File: config.mk
export PLATFORM = sky130hd
export DESIGN_NAME = serial_frame_receiver6
export DESIGN_NICKNAME = d
export VERILOG_FILES = /design/src/rtl/shiftreg_pkg.sv /design/src/rtl/serial_frame_receiver6.sv
export SDC_FILE = /design/constraint.sdc
export NUM_CORES = 1
export LEC_CHECK = 0
export BUFFER_PORTS_ARGS = -buffer_cell sky130_fd_sc_hd__buf_2
export CAP_MARGIN = 30
export CORE_ASPECT_RATIO = 1.5
export CORE_MARGIN = 1.5
export CORE_UTILIZATION = 25
export CTS_CLUSTER_DIAMETER = 60
export CTS_CLUSTER_SIZE = 14
export DETAILED_ROUTE_END_ITERATION = 16
export PLACE_DENSITY_LB_ADDON = 0.15
export SLEW_MARGIN = 10
export SYNTH_ARGS = -nofsm -noshare
export SYNTH_HDL_FRONTEND = slang
export SYNTH_SLANG_ARGS = --single-unit
File: constraint.sdc
create_clock -name clockpulse -period 1.4 [get_ports clockpulse]
set_input_delay 0.28 -clock clockpulse [delete_from_list [all_inputs] [get_ports clockpulse]]
set_output_delay 0.28 -clock clockpulse [all_outputs]
set_load 0.02 [all_outputs]
File: src/rtl/shiftreg_pkg.sv
// Shared types and line constants for the shift-register serial receiver.
package shiftreg_pkg;

  localparam int SR_WIDTH = 6;

  localparam logic START_BIT = 1'b1;
  localparam logic STOP_BIT  = 1'b0;

  typedef enum logic [1:0] {
    IDLE,
    DATA,
    PARITY,
    STOP
  } rx_state_e;

endpackage

File: src/rtl/serial_frame_receiver6.sv
// Frame receiver for the shift register's serial output, one-entry output buffer.
// Build option: define RX_PARITY_CHECK_EN to check an even-parity bit before stop.
module serial_frame_receiver6
  import shiftreg_pkg::*;
#(
  parameter int WIDTH = SR_WIDTH
) (
  input  logic             clockpulse,
  input  logic             clear,
  input  logic             serial_bit,
  input  logic             word_ready,
  output logic [WIDTH-1:0] word_data,
  output logic             word_valid,
  output logic             frame_error,
  output logic             overflow
);

  localparam int CW = $clog2(WIDTH) + 1;
  localparam logic [CW-1:0] LAST = CW'(WIDTH - 1);

  rx_state_e        state_q, state_d;
  logic [CW-1:0]    cnt_q, cnt_d;
  logic [WIDTH-1:0] asm_q, asm_d;
  logic             perr_q, perr_d;
  logic [WIDTH-1:0] wdata_q, wdata_d;
  logic             wvalid_q, wvalid_d;
  logic             ferr_q, ferr_d;
  logic             ovf_q, ovf_d;
  logic             deliver;
  logic             bad;
  logic             take;

  always_ff @(posedge clockpulse or posedge clear) begin
    if (clear) begin
      state_q  <= IDLE;
      cnt_q    <= '0;
      asm_q    <= '0;
      perr_q   <= 1'b0;
      wdata_q  <= '0;
      wvalid_q <= 1'b0;
      ferr_q   <= 1'b0;
      ovf_q    <= 1'b0;
    end else begin
      state_q  <= state_d;
      cnt_q    <= cnt_d;
      asm_q    <= asm_d;
      perr_q   <= perr_d;
      wdata_q  <= wdata_d;
      wvalid_q <= wvalid_d;
      ferr_q   <= ferr_d;
      ovf_q    <= ovf_d;
    end
  end

  always_comb begin
    state_d = state_q;
    cnt_d   = cnt_q;
    asm_d   = asm_q;
    perr_d  = perr_q;
    deliver = 1'b0;
    bad     = 1'b0;
    unique case (state_q)
      IDLE: begin
        if (serial_bit == START_BIT) begin
          state_d = DATA;
          cnt_d   = '0;
          perr_d  = 1'b0;
        end
      end
      DATA: begin
        asm_d = {serial_bit, asm_q[WIDTH-1:1]};
        cnt_d = cnt_q + CW'(1);
        if (cnt_q == LAST) begin
`ifdef RX_PARITY_CHECK_EN
          state_d = PARITY;
`else
          state_d = STOP;
`endif
        end
      end
      PARITY: begin
        perr_d  = ^{asm_q, serial_bit};
        state_d = STOP;
      end
      STOP: begin
        // a 1 here is a bad stop, never a fresh start bit
        state_d = IDLE;
        if (serial_bit == STOP_BIT && !perr_q) begin
          deliver = 1'b1;
        end else begin
          bad = 1'b1;
        end
      end
      default: state_d = IDLE;
    endcase
  end

  assign take = wvalid_q && word_ready;

  always_comb begin
    wdata_d  = wdata_q;
    wvalid_d = wvalid_q && !take;
    ovf_d    = ovf_q;
    ferr_d   = bad;
    if (deliver) begin
      if (!wvalid_q || take) begin
        wdata_d  = asm_q;
        wvalid_d = 1'b1;
      end else begin
        ovf_d = 1'b1;
      end
    end
  end

  assign word_data   = wdata_q;
  assign word_valid  = wvalid_q;
  assign frame_error = ferr_q;
  assign overflow    = ovf_q;

endmodule

Word-level counts from Yosys, hierarchy flattened
Index checks and enable logic that the tools add are counted.
{ "word_totals": {"ff_bits": 22, "latch_bits": 0, "ram_bits": 0, "mem_bits_ro": 0, "input_bits": 4, "memories": 0} }
{ "classes": {"addsub": 1, "mul": 0, "div": 0, "n_lt_le_gt_ge": 0, "eq_ne": 6, "shifts": 0, "muxes": 13, "n_bitwise": 2, "n_reduce_logical": 16} }
{ "ops": {"columns": ["cell", "count"], "rows": [
  ["2-bit AND reduction", 5],
  ["2-bit one-hot mux with 4 select lines", 1],
  ["4-bit one-hot mux with 2 select lines", 1],
  ["1-bit two-way mux", 7],
  ["7-bit XOR reduction", 1],
  ["4-bit by 1-bit adder with 4-bit output, second input constant", 1],
  ["2-bit == test, second input constant", 2],
  ["4-bit by 3-bit == test with 1-bit output, second input constant", 1],
  ["2-bit two-way mux", 2],
  ["4-bit two-way mux", 1],
  ["2-bit inequality test, second input constant", 2],
  ["2-bit nonzero test", 2],
  ["1-bit logical AND", 3],
  ["1-bit logical NOT", 3],
  ["2-bit by 1-bit == test with 1-bit output, second input constant", 1],
  ["2-bit logical NOT", 1],
  ["1-bit NOT", 2],
  ["1-bit one-hot mux with 2 select lines", 1],
  ["1-bit logical OR", 1]
]} }

Logic depth before layout (Yosys ltp)
Gate-level depths: netlist of the first run.
{ "depth": {"ltp_word": 5, "ltp_mapped": 6, "depth_no_buf": 6} }

Worst setup path after synthesis of the first run
No wires, ideal clock.
{ "synth_timing": {"path_kind": "register to register", "startpoint": "register state_q[1]", "endpoint": "register asm_q[5]", "setup_ps": 125, "t_arrival_ps": 1287, "t_required_ps": 1275, "slack_ps": -12, "stages_incl_launch_ff": 5, "n_path_buf": 1, "synth_period_minus_slack_ps": 1412, "path_cell_list": "dfrtp_1 -> inv_1 -> ha_1 -> clkbuf_1 -> mux2_2"} }
{ "synth_via": {"elab_chain_cells": 1} }
{ "synth_rtl": {"columns": ["item", "line_no", "rtl"], "rows": [
  ["from (decl)", "serial_frame_receiver6.sv:21", "rx_state_e state_q, state_d;"],
  ["from (signal assigned)", "serial_frame_receiver6.sv:44", "state_q <= state_d;"],
  ["2-bit by 1-bit == test with 1-bit output", "serial_frame_receiver6.sv:62", "unique case (state_q)"],
  ["to (signal assigned)", "serial_frame_receiver6.sv:46", "asm_q <= asm_d;"],
  ["to (decl)", "serial_frame_receiver6.sv:23", "logic [WIDTH-1:0] asm_q, asm_d;"]
]} }
No other way between the ends.
A chain may end at the register's enable or synchronous reset.

Final worst setup path of the first run
{ "layout_timing": {"startpoint": "register state_q[1]", "endpoint": "register cnt_q[3]"} }
{ "layout_via": {"elab_chain_cells": 3, "elab_cells_between_ends": 6} }
{ "layout_rtl": {"columns": ["item", "line_no", "rtl"], "rows": [
  ["2-bit by 1-bit == test with 1-bit output / 2-bit logical NOT (equally long branches)", "serial_frame_receiver6.sv:62", null],
  ["2-bit nonzero test (no source line) / 2-bit inequality test (equally long branches)", null, null],
  ["2-bit AND reduction (no source line)", null, null],
  ["to (signal assigned)", "serial_frame_receiver6.sv:45", "cnt_q <= cnt_d;"],
  ["to (decl)", "serial_frame_receiver6.sv:22", "logic [CW-1:0] cnt_q, cnt_d;"]
]} }
Parallel ways exist; a longest one is shown, timed or not.

==> results of run 1 <==
## placed cells by master, fill, tap and decap left out, types with 2 or more instances in the layout
master,n
sky130_fd_sc_hd__a22o_1,2
sky130_fd_sc_hd__ha_1,5
sky130_fd_sc_hd__nor2_1,2
sky130_fd_sc_hd__ha_4,2
sky130_fd_sc_hd__xnor2_1,2
sky130_fd_sc_hd__nand2_1,7
sky130_fd_sc_hd__o21ai_1,2
sky130_fd_sc_hd__dfrtp_1,21
sky130_fd_sc_hd__inv_1,3
sky130_fd_sc_hd__buf_4,10
sky130_fd_sc_hd__mux2_2,12
sky130_fd_sc_hd__clkbuf_8,4
sky130_fd_sc_hd__inv_2,2
sky130_fd_sc_hd__nand2b_1,2
sky130_fd_sc_hd__xnor3_1,2
sky130_fd_sc_hd__buf_2,12
sky130_fd_sc_hd__o21ai_0,3
## flip-flops by register name, indices dropped and copies added, names as in the netlist
| name | flops |
|---|---|
| asm_q | 6 |
| cnt_q | 4 |
| frame_error | 1 |
| overflow | 1 |
| perr_q | 1 |
| state_q | 2 |
| word_data | 6 |
| word_valid | 1 |
## cell type report
class,instances,area share [%]
multi-input combinational,55,37.7
tap,45,4.24
sequential,22,41.5
inverter,5,1.41
timing repair buffer,23,11.0
clock buffer,4,4.14
## metal layers
layer  track usage [%]  part of all wire (%)
met1              10.4                    43
met2              16.3                    54
met3              1.10                   1.6
met4              5.85                   1.1
met5                 0                     0
## power groups by stage
stage          sequential, mW  clock [mW]  combinational, mW
3_3_place_gp             1.20           0               1.56
6_report                 1.19       0.448               1.73
5_1_grt                  1.24       0.497               1.91
4_1_cts                  1.19       0.467               1.61
3_5_place_dp             1.20           0               1.58
2_1_floorplan            1.32           0              0.954
## logic make-up (layout without fill, tap and decap cells)
kind of cell | after synthesis | after routing
adder cells (fa/ha/maj) | 7 | 7
AO/OA/AOI/OAI | 12 | 12
flip-flops | 22 | 22
buffers and inverters | 6 | 32
XOR/XNOR | 4 | 4
AND/OR/NAND/NOR | 19 | 19
multiplexers | 13 | 13
## worst min path at each step
stage                        end  startpoint  slack (ns)
floorplan               asm_q[0]       clear        0.27
global placement     frame_error       clear        0.33
detailed placement   frame_error       clear        0.35
CTS                     cnt_q[1]       clear        0.06
global route            cnt_q[1]       clear        0.09
finish              word_data[5]       clear        0.05
## what timing repair did
item                       in CTS  in global routing
hold buffers                    0                  0
hold endpoints to repair        0                  0
setup endpoints to repair      13                 10
setup buffers                   0                  2
gates resized for setup         5                 10
pin swaps                       0                  1
## critical path, delay by kind of cell (launching register included)
| family | cells | cell delay [ns] |
|---|---|---|
| flip-flops | 1 | 0.43 |
| AND/OR/NAND/NOR | 2 | 0.22 |
| AO/OA/AOI/OAI | 2 | 0.33 |
| adder cells (fa/ha/maj) | 1 | 0.16 |
| buffers and inverters | 1 | 0.13 |
==> flow_metrics.tcl, run 1 <==
set metrics [dict create \
    status "finished, final reports clean" \
    unique_cell_type_count_in_the_yosys_netlist 22 \
    dp.final_hpwl_mm 1.39 \
    rsz0062_at_grt "true" \
    rows 28 \
    synth_sequential_area_ratio_pct 53.3 \
    critPathRequiredTime_ns 1.55 \
    globalRouteOverflowTotal 0 \
    h_tree_depth_reported_by_cts 1 \
    worst_setup_path_startpoint "state_q[1]" \
    peakVddDrop_uv 870 \
    number_of_endpoints_with_negative_hold_slack_in_the_final_report 0 \
    clock_tree.root_cell "sky130_fd_sc_hd__clkbuf_8" \
    floorplan.die_area_sq_um 4540 \
    floorplan.core_area_sq_um 3960 \
    post_synth.cell_area_avg_sq_um 12.5 \
    sequentialPowerShare_pct 35.4 \
    detail-route-antenna-nets 0 \
    critical_path.reg2reg.endpoint "cnt_q[3]" \
    final_cell_count_no_fill 154 \
    switching_power_mw 1.20 \
    insertedDiodeCount 0 \
    tot_pwr_mw 3.37 \
    period_needed_ns 1.36 \
    worst_pin_slew_ns 0.361 \
    clock_path_buffers 2 \
    post_route_cells_drive_above_1_share_pct 45.0 \
    stdcell_area_sq_um 1330 \
    cell_int_power_mw 2.17 \
    dpl_worst_slack_ns -0.0592 \
    arrival_ns 1.51 \
    synth-simple-area-share_pct 8.72 \
    finish.utilization_pct 33.6 \
    synth_compound_gate_area_share_pct 7.26 \
    layout.filler_cells 406 \
    hold_path.class "in -> async" \
    mappedNetlistArea_sq_um 1030 \
    flow.area_growth_from_synthesis_pct 28.6 \
    worstSkewPairLatency_ns 0.26 \
    postRouteWirelength_mm 1.86 \
    post-place-cells 148 \
    synth_top_family_by_area "multiplexers" \
    post-route-worst-setup-slack_ns 0.0375 \
    cellPowerDensity_nw_per_um2 2540 \
    synthAdderAreaFrac_pct 8.47 \
    critical_path_peak_fanout 4 \
    initial_core_util_pct 26.1 \
    max_cap_viols 0 \
    routed-via-count 678 \
    wire_per_inst_um 12.1 \
    r2r_slack_ns 0.04 \
    synth-edff-count 0 \
    worst_setup_path_end_kind "flop" \
    worst_setup_hold_path_clk_slew_ns 0.08 \
    crit_path_end "cnt_q[3]" \
    grt_antenna_before_repair 0 \
    mappedNetlistNets 94 \
    criticalPathCategory "reg -> reg" \
    timing.clock.skew_ns 0.00140 \
    port_buffers 12 \
    pin_count_of_the_biggest_net_entering_global_routing 23 \
    layout.area.seq_sq_um 552 \
    slew_headroom_pct 75.8 \
    final_net_count 121 \
    synthesis.instances 83 \
    min_period_over_period_pct 97.3 \
    synth_top_area_share_pct 53.3 \
    post_dp_cell_area_sq_um 1210 \
    netlist_top_cells_area "sky130_fd_sc_hd__dfrtp_1, sky130_fd_sc_hd__mux2_2, sky130_fd_sc_hd__ha_1, sky130_fd_sc_hd__xnor3_1, sky130_fd_sc_hd__nand2_1" \
    combPwrFrac_pct 51.3 \
    overall_die_height_um 81.7 \
    detail_route.vias_per_cell 4.40 \
    fmax_mhz 734 \
    drc_errors 0 \
    floorplan.io_pins 13 \
    finalWeightedCongestion 0.731 \
    hold_slack_ns 0.0488 \
    cts.sink_count 22 \
    globalRouteTotalUtil_pct 9.18 \
    swShare_pct 35.7 \
    numCtsBuffers 3 \
    multi_input_gate_area_in_the_final_layout_sq_um 500 \
    post_synth_xor_area_fraction_pct 6.05 \
    yosys.cell_count.top_type "sky130_fd_sc_hd__dfrtp_1" \
    critical_path.reg2reg.startpoint "state_q[1]" \
    clockPowerShare_pct 13.3 \
    slowest_stage "sky130_fd_sc_hd__dfrtp_1" \
    floorplan.die.width_um 55.5 \
    critical_path.cell_chain "inv_2 > ha_4 > and2b_2 > nor3_1 > a21o_1 > a22o_1" \
    synth-async-reset-ratio_pct 100 \
    yosys_most_used_dff "sky130_fd_sc_hd__dfrtp_1" \
    tritoncts "done" \
    netlist.top_cell.by_area "sky130_fd_sc_hd__dfrtp_1" \
    yosys_warnings 0 \
    worst_r2r_path_depth 6 \
    critical_path_max_stage_delay_ns 0.43 \
    crit_path_start_kind "flop" \
    post_synth_mux_area_share_pct 14.0 \
    drt_iter0_markers 27 \
    final-max-slew-violation-count 0 \
    p_leak_nw 0.637 \
    dr.pass1.iters 4 \
    first_global_vias 713 \
    yosys_register_bits 22 \
    timing.final.setup_violations 0 \
    synth_common_cells "sky130_fd_sc_hd__dfrtp_1, sky130_fd_sc_hd__mux2_2, sky130_fd_sc_hd__nand2_1" \
    grt_pass1_wl_mm 3.22 \
    tns_ns 0 \
]
(Power assumes the default switching activity.)
==> run 2: changes to the inputs <==
- REMOVE_ABC_BUFFERS: unset -> 1
==> run 2 against run 1 <==
  * Hold slack got worse by 0.0049 ns
  * Highest routed layer unchanged
  * Worst setup slack improved by 0.018 ns
  * Critical path depth increased by 1
  * Clock power increased by 3%
  * Largest power group unchanged
  * Sequential cell count unchanged
  * Clock skew increased by 0.00093 ns
  * Largest cell class unchanged
  * Power decreased by 1.1%
==> flow_metrics.tcl, run 2 (synthesized netlist as in run 1, its figures left out) <==
set metrics [dict create \
    clock_tree.root_cell "sky130_fd_sc_hd__clkbuf_8" \
    timing.final.setup_violations 0 \
    sequentialPowerShare_pct 35.5 \
    rsz0062_at_grt "true" \
    worst_r2r_path_depth 7 \
    floorplan.io_pins 13 \
    critical_path.reg2reg.startpoint "state_q[1]" \
    critical_path_max_stage_delay_ns 0.41 \
    worstSetupPathDepth 7 \
    routed-via-count 654 \
    dpl_worst_slack_ns -0.0515 \
    cell_int_power_mw 2.14 \
    criticalPathCategory "reg -> reg" \
    detail_route.wirelength.met1_um 738 \
    postRouteWirelength_mm 1.85 \
    flow.area_growth_from_synthesis_pct 28.7 \
    worst_setup_path_end_kind "flop" \
    met3_length_um 31 \
    clock_path_buffers 2 \
    final_net_count 121 \
    dp.final_hpwl_mm 1.36 \
    period_needed_ns 1.34 \
    fmax_mhz 744 \
    wire_per_inst_um 12.0 \
    port_buffers 12 \
    layout.filler_cells 408 \
    swShare_pct 35.7 \
    worst_setup_hold_path_clk_slew_ns 0.08 \
    floorplan.die.width_um 55.5 \
    tns_ns 0 \
    post_dp_cell_area_sq_um 1210 \
    worst_setup_path_startpoint "state_q[1]" \
    floorplan.core_area_sq_um 3960 \
    most-common-layout-cells "sky130_fd_sc_hd__dfrtp_1, sky130_fd_sc_hd__mux2_2, sky130_fd_sc_hd__buf_2" \
    layout.cells.most_common "sky130_fd_sc_hd__dfrtp_1" \
    detail-route-antenna-nets 0 \
    critical_path.reg2reg.endpoint "state_q[0]" \
    stdcell_area_sq_um 1330 \
    tot_pwr_mw 3.33 \
    cts.sink_count 22 \
    finish.utilization_pct 33.6 \
    worstSkewPairLatency_ns 0.26 \
    initial_core_util_pct 26.1 \
    status "finished, final reports clean" \
    worst_pin_slew_ns 0.299 \
    combPwrFrac_pct 50.6 \
    grt_antenna_before_repair 0 \
    switching_power_mw 1.19 \
    h_tree_depth_reported_by_cts 1 \
    hold_path.class "in -> async" \
    dr.pass1.iters 4 \
    path_delay_family "flip-flops" \
    final-max-slew-violation-count 0 \
    first_global_vias 713 \
    globalRouteOverflowTotal 0 \
    grt_pass1_wl_mm 3.21 \
    number_of_endpoints_with_negative_hold_slack_in_the_final_report 0 \
    r2r_slack_ns 0.06 \
    critical_path.cell_chain "inv_2 > ha_4 > and2b_2 > a21oi_2 > buf_4 > nor2_2 > a21oi_1" \
    arrival_ns 1.53 \
    insertedDiodeCount 0 \
    layout.area.seq_sq_um 552 \
    floorplan.die_area_sq_um 4540 \
    route.top_layer_used "met4" \
    slowest_stage "sky130_fd_sc_hd__dfrtp_1" \
    post-route-worst-setup-slack_ns 0.0558 \
    finalWeightedCongestion 0.704 \
    crit_path_start_kind "flop" \
    rows 28 \
    max_cap_viols 0 \
    tritoncts "done" \
    peakVddDrop_uv 1150 \
    crit_path_end "state_q[0]" \
    drt_iter0_markers 8 \
    cellPowerDensity_nw_per_um2 2510 \
    clockPowerShare_pct 13.8 \
    overall_die_height_um 81.7 \
    pin_count_of_the_biggest_net_entering_global_routing 23 \
    numCtsBuffers 3 \
    detail_route.vias_per_cell 4.25 \
    globalRouteTotalUtil_pct 9.26 \
    drc_errors 0 \
    critPathRequiredTime_ns 1.58 \
    min_period_over_period_pct 96.0 \
    p_leak_nw 0.635 \
    post_route_cells_drive_above_1_share_pct 44.0 \
    multi_input_gate_area_in_the_final_layout_sq_um 505 \
    critical_path_buf_inv_count 2 \
    detailroute.wirelength.met2_mm 1.06 \
    timing.clock.skew_ns 0.00233 \
    critical_path_peak_fanout 4 \
    slew_headroom_pct 79.9 \
]
run 2: cell count changes in the layout (fill, tap and decap cells not counted):
cell                      delta
sky130_fd_sc_hd__buf_4       +1
sky130_fd_sc_hd__buf_6       -1
sky130_fd_sc_hd__nand2_1     +1
sky130_fd_sc_hd__nand2_2     -1
sky130_fd_sc_hd__nand3_2     -1
sky130_fd_sc_hd__nand3_4     +1
sky130_fd_sc_hd__o21ai_0     +1
sky130_fd_sc_hd__o21ai_1     -1
run 2: power groups by stage:
| stage | registers (mW) | clock network [mW] | logic, mW |
|---|---|---|---|
| CTS | 1.18 | 0.483 | 1.62 |
| finish | 1.18 | 0.460 | 1.69 |
| global route | 1.24 | 0.499 | 1.90 |
| floorplan | 1.32 | 0 | 0.948 |
| global placement | 1.19 | 0 | 1.54 |
| detailed placement | 1.20 | 0 | 1.56 |
run 2: per-stage QoR:
stage	hold WS, ns	instances
after global placement	0.337	147
final	0.0439	154
after CTS	0.0500	153
after detailed placement	0.341	147
after global routing	0.0784	154
after floorplan	0.269	82
run 2: worst min path at each step:
stage                from         end  cells past startpoint
floorplan           clear    asm_q[0]                      1
global placement    clear  state_q[0]                      3
detailed placement  clear  word_valid                      3
CTS                 clear    cnt_q[1]                      3
global route        clear    cnt_q[0]                      3
finish              clear  word_valid                      3
run 2: repair_timing:
action | in CTS | in global routing
buffers inserted | 2 | 1
setup endpoints to repair | 10 | 10
hold buffers | 0 | 0
gates resized for setup | 3 | 10
run 2: layer usage:
layer	vias up	track usage (%)
met2	4	17.4
met1	315	10.2
met3	2	0.945
met4	0	5.12
li1	333	-
met5	-	0
run 2: cell type report:
class / instances / share of cell area [%]
Timing Repair Buffer: 23 / 10.7
Inverter: 5 / 1.41
Clock buffer: 4 / 4.14
Tap cell: 45 / 4.23
Multi-Input combinational cell: 55 / 38.0
Sequential cell: 22 / 41.5
run 2: worst register-to-register path: cells and delay by family (launching register included):
family / cells / cell delay, ns
AOI/OAI and AO/OA: 2 / 0.23
adders and majority gates: 1 / 0.17
buffers and inverters: 2 / 0.23
DFF: 1 / 0.41
and+or+nand+nor: 2 / 0.24
==> run 3: changes to the inputs <==
- CTS_BUF_LIST: unset -> sky130_fd_sc_hd__clkbuf_2
==> run 3 against run 2 <==
  * Clock power down 43%
  * Power down 3.8%
  * Hold slack better by 0.23 ns
  * Largest cell class unchanged
  * Non-clock buffer count up 4
==> flow_metrics.tcl, run 3 (synthesized netlist as in run 1, its figures left out) <==
set metrics [dict create \
    swShare_pct 37.4 \
    final-max-slew-violation-count 0 \
    initial_core_util_pct 26.1 \
    combPwrFrac_pct 55.3 \
    critical_path_buf_inv_count 2 \
    numCtsBuffers 3 \
    most-common-layout-cells "sky130_fd_sc_hd__dfrtp_1, sky130_fd_sc_hd__buf_4, sky130_fd_sc_hd__mux2_2, sky130_fd_sc_hd__buf_2, sky130_fd_sc_hd__nand2_1" \
    dr.pass1.iters 2 \
    critical_path.reg2reg.endpoint "state_q[0]" \
    worst_setup_hold_path_clk_slew_ns 0.21 \
    period_needed_ns 1.38 \
    flow.area_growth_from_synthesis_pct 28.7 \
    peakVddDrop_uv 1110 \
    met3_length_um 39 \
    crit_path_start_kind "flop" \
    arrival_ns 1.65 \
    tritoncts "done" \
    floorplan.core_area_sq_um 3960 \
    min_delay_worst_endpoint "asm_q[5]" \
    worst_pin_slew_ns 0.297 \
    first_global_vias 717 \
    route.top_layer_used "met4" \
    post-route-worst-setup-slack_ns 0.0163 \
    slowest_stage "sky130_fd_sc_hd__dfrtp_1" \
    critical_path_peak_fanout 4 \
    slew_headroom_pct 80.2 \
    cell_int_power_mw 2.01 \
    detail_route.vias_per_cell 4.32 \
    critPathRequiredTime_ns 1.67 \
    cellPowerDensity_nw_per_um2 2410 \
    path_delay_family "flip-flops" \
    fmax_mhz 723 \
    detail-route-antenna-nets 0 \
    switching_power_mw 1.20 \
    insertedDiodeCount 0 \
    timing.hold.worst_path_depth 2 \
    hold_slack_ns 0.274 \
    hold_path.class "in -> reg" \
    timing.clock.skew_ns 0.00263 \
    critical_path.cell_chain "inv_2 > ha_4 > and2b_2 > a21oi_2 > buf_4 > nor2_2 > a21oi_1" \
    globalRouteTotalUtil_pct 9.42 \
    post-place-cells 147 \
    floorplan.die_area_sq_um 4540 \
    postRouteWirelength_mm 1.91 \
    detail_route.wirelength.met1_um 746 \
    r2r_slack_ns 0.02 \
    pin_count_of_the_biggest_net_entering_global_routing 23 \
    number_of_endpoints_with_negative_hold_slack_in_the_final_report 0 \
    min_period_over_period_pct 98.8 \
    rows 28 \
    floorplan.die.width_um 55.5 \
    critical_path.reg2reg.startpoint "state_q[1]" \
    rsz0062_at_grt "true" \
    post_dp_cell_area_sq_um 1210 \
    sequentialPowerShare_pct 36.5 \
    dp.final_hpwl_mm 1.36 \
    p_leak_nw 0.642 \
    critical_path_max_stage_delay_ns 0.45 \
    clock_path_buffers 2 \
    overall_die_height_um 81.7 \
    dpl_worst_slack_ns -0.0515 \
    criticalPathCategory "reg -> reg" \
    drt_iter0_markers 3 \
    grt_antenna_before_repair 0 \
    final_cell_count_no_fill 158 \
    layout.cells.most_common "sky130_fd_sc_hd__dfrtp_1" \
    detailroute.wirelength.met2_mm 1.08 \
    finalWeightedCongestion 0.704 \
    post_route_cells_drive_above_1_share_pct 44.2 \
    max_cap_viols 0 \
    worst_setup_path_end_kind "flop" \
    grt_pass1_wl_mm 3.24 \
    h_tree_depth_reported_by_cts 1 \
    floorplan.io_pins 13 \
    cts.sink_count 22 \
    stdcell_area_sq_um 1330 \
    worstSkewPairLatency_ns 0.33 \
    tns_ns 0 \
    wire_per_inst_um 12.1 \
    globalRouteOverflowTotal 0 \
    worst_r2r_path_depth 7 \
    status "finished, final reports clean" \
    clockPowerShare_pct 8.1 \
    clock_tree.root_cell "sky130_fd_sc_hd__clkbuf_2" \
    hp-start "serial_bit" \
    drc_errors 0 \
    port_buffers 12 \
    timing.final.setup_violations 0 \
    layout.filler_cells 406 \
    final_net_count 125 \
    routed-via-count 682 \
]
## run 3: cell count changes in the layout (fill, tap and decap cells not counted)
| cell | change |
|---|---|
| sky130_fd_sc_hd__clkbuf_2 | +3 |
| sky130_fd_sc_hd__o21ai_2 | +1 |
| sky130_fd_sc_hd__inv_2 | -1 |
| sky130_fd_sc_hd__dlygate4sd3_1 | +1 |
| sky130_fd_sc_hd__clkbuf_8 | -4 |
| sky130_fd_sc_hd__o21ai_0 | -1 |
| sky130_fd_sc_hd__clkinv_1 | +1 |
| sky130_fd_sc_hd__buf_4 | +3 |
| sky130_fd_sc_hd__inv_1 | +1 |
## run 3: worst max-delay path by stage
stage                   end  slack, ns  startpoint  cells past startpoint
2_1_floorplan      cnt_q[2]      0.003  state_q[1]                      4
3_3_place_gp   word_data[2]      -0.04  state_q[0]                      3
3_5_place_dp   word_data[1]      -0.05  state_q[0]                      3
4_1_cts            asm_q[5]      -0.02  state_q[1]                      4
5_1_grt          state_q[0]      -0.03  state_q[1]                      7
6_report         state_q[0]       0.02  state_q[1]                      7
## run 3: what timing repair did
item | in CTS | in global routing
endpoints found under the hold margin | 22 | 0
resized for setup | 3 | 11
hold buffers | 1 | 0
buffers inserted | 2 | 4
pin swaps | 0 | 1
setup endpoints to repair | 10 | 13
## run 3: layout make-up
| cell class | instances | area (sq um) | share of cell area, % |
|---|---|---|---|
| tap | 45 | 56.3 | 4.23 |
| timing repair buffer | 27 | 175 | 13.2 |
| clock inverter | 1 | 3.75 | 0.282 |
| multi-input combinational | 55 | 509 | 38.3 |
| clock buffer | 3 | 15.0 | 1.13 |
| sequential | 22 | 552 | 41.5 |
| inverter | 5 | 18.8 | 1.41 |
## run 3: power groups by stage
| stage | Clock [mW] | Sequential, mW | Combinational [mW] |
|---|---|---|---|
| floorplan | 0 | 1.32 | 0.948 |
| global placement | 0 | 1.19 | 1.54 |
| detailed placement | 0 | 1.20 | 1.56 |
| CTS | 0.283 | 1.18 | 1.62 |
| global route | 0.300 | 1.23 | 1.98 |
| finish | 0.261 | 1.17 | 1.77 |
## run 3: through the flow
step,total power [mW],util (%)
global placement,2.73,30.5
global route,3.52,33.6
detailed placement,2.76,30.5
CTS,3.08,31.8
floorplan,2.27,-
finish,3.21,33.6
## run 3: metal layers
| layer | up-vias | GRT usage (%) |
|---|---|---|
| met1 | 326 | 10.5 |
| met4 | 0 | 5.12 |
| met5 | - | 0 |
| li1 | 346 | - |
| met2 | 6 | 17.3 |
| met3 | 4 | 1.42 |
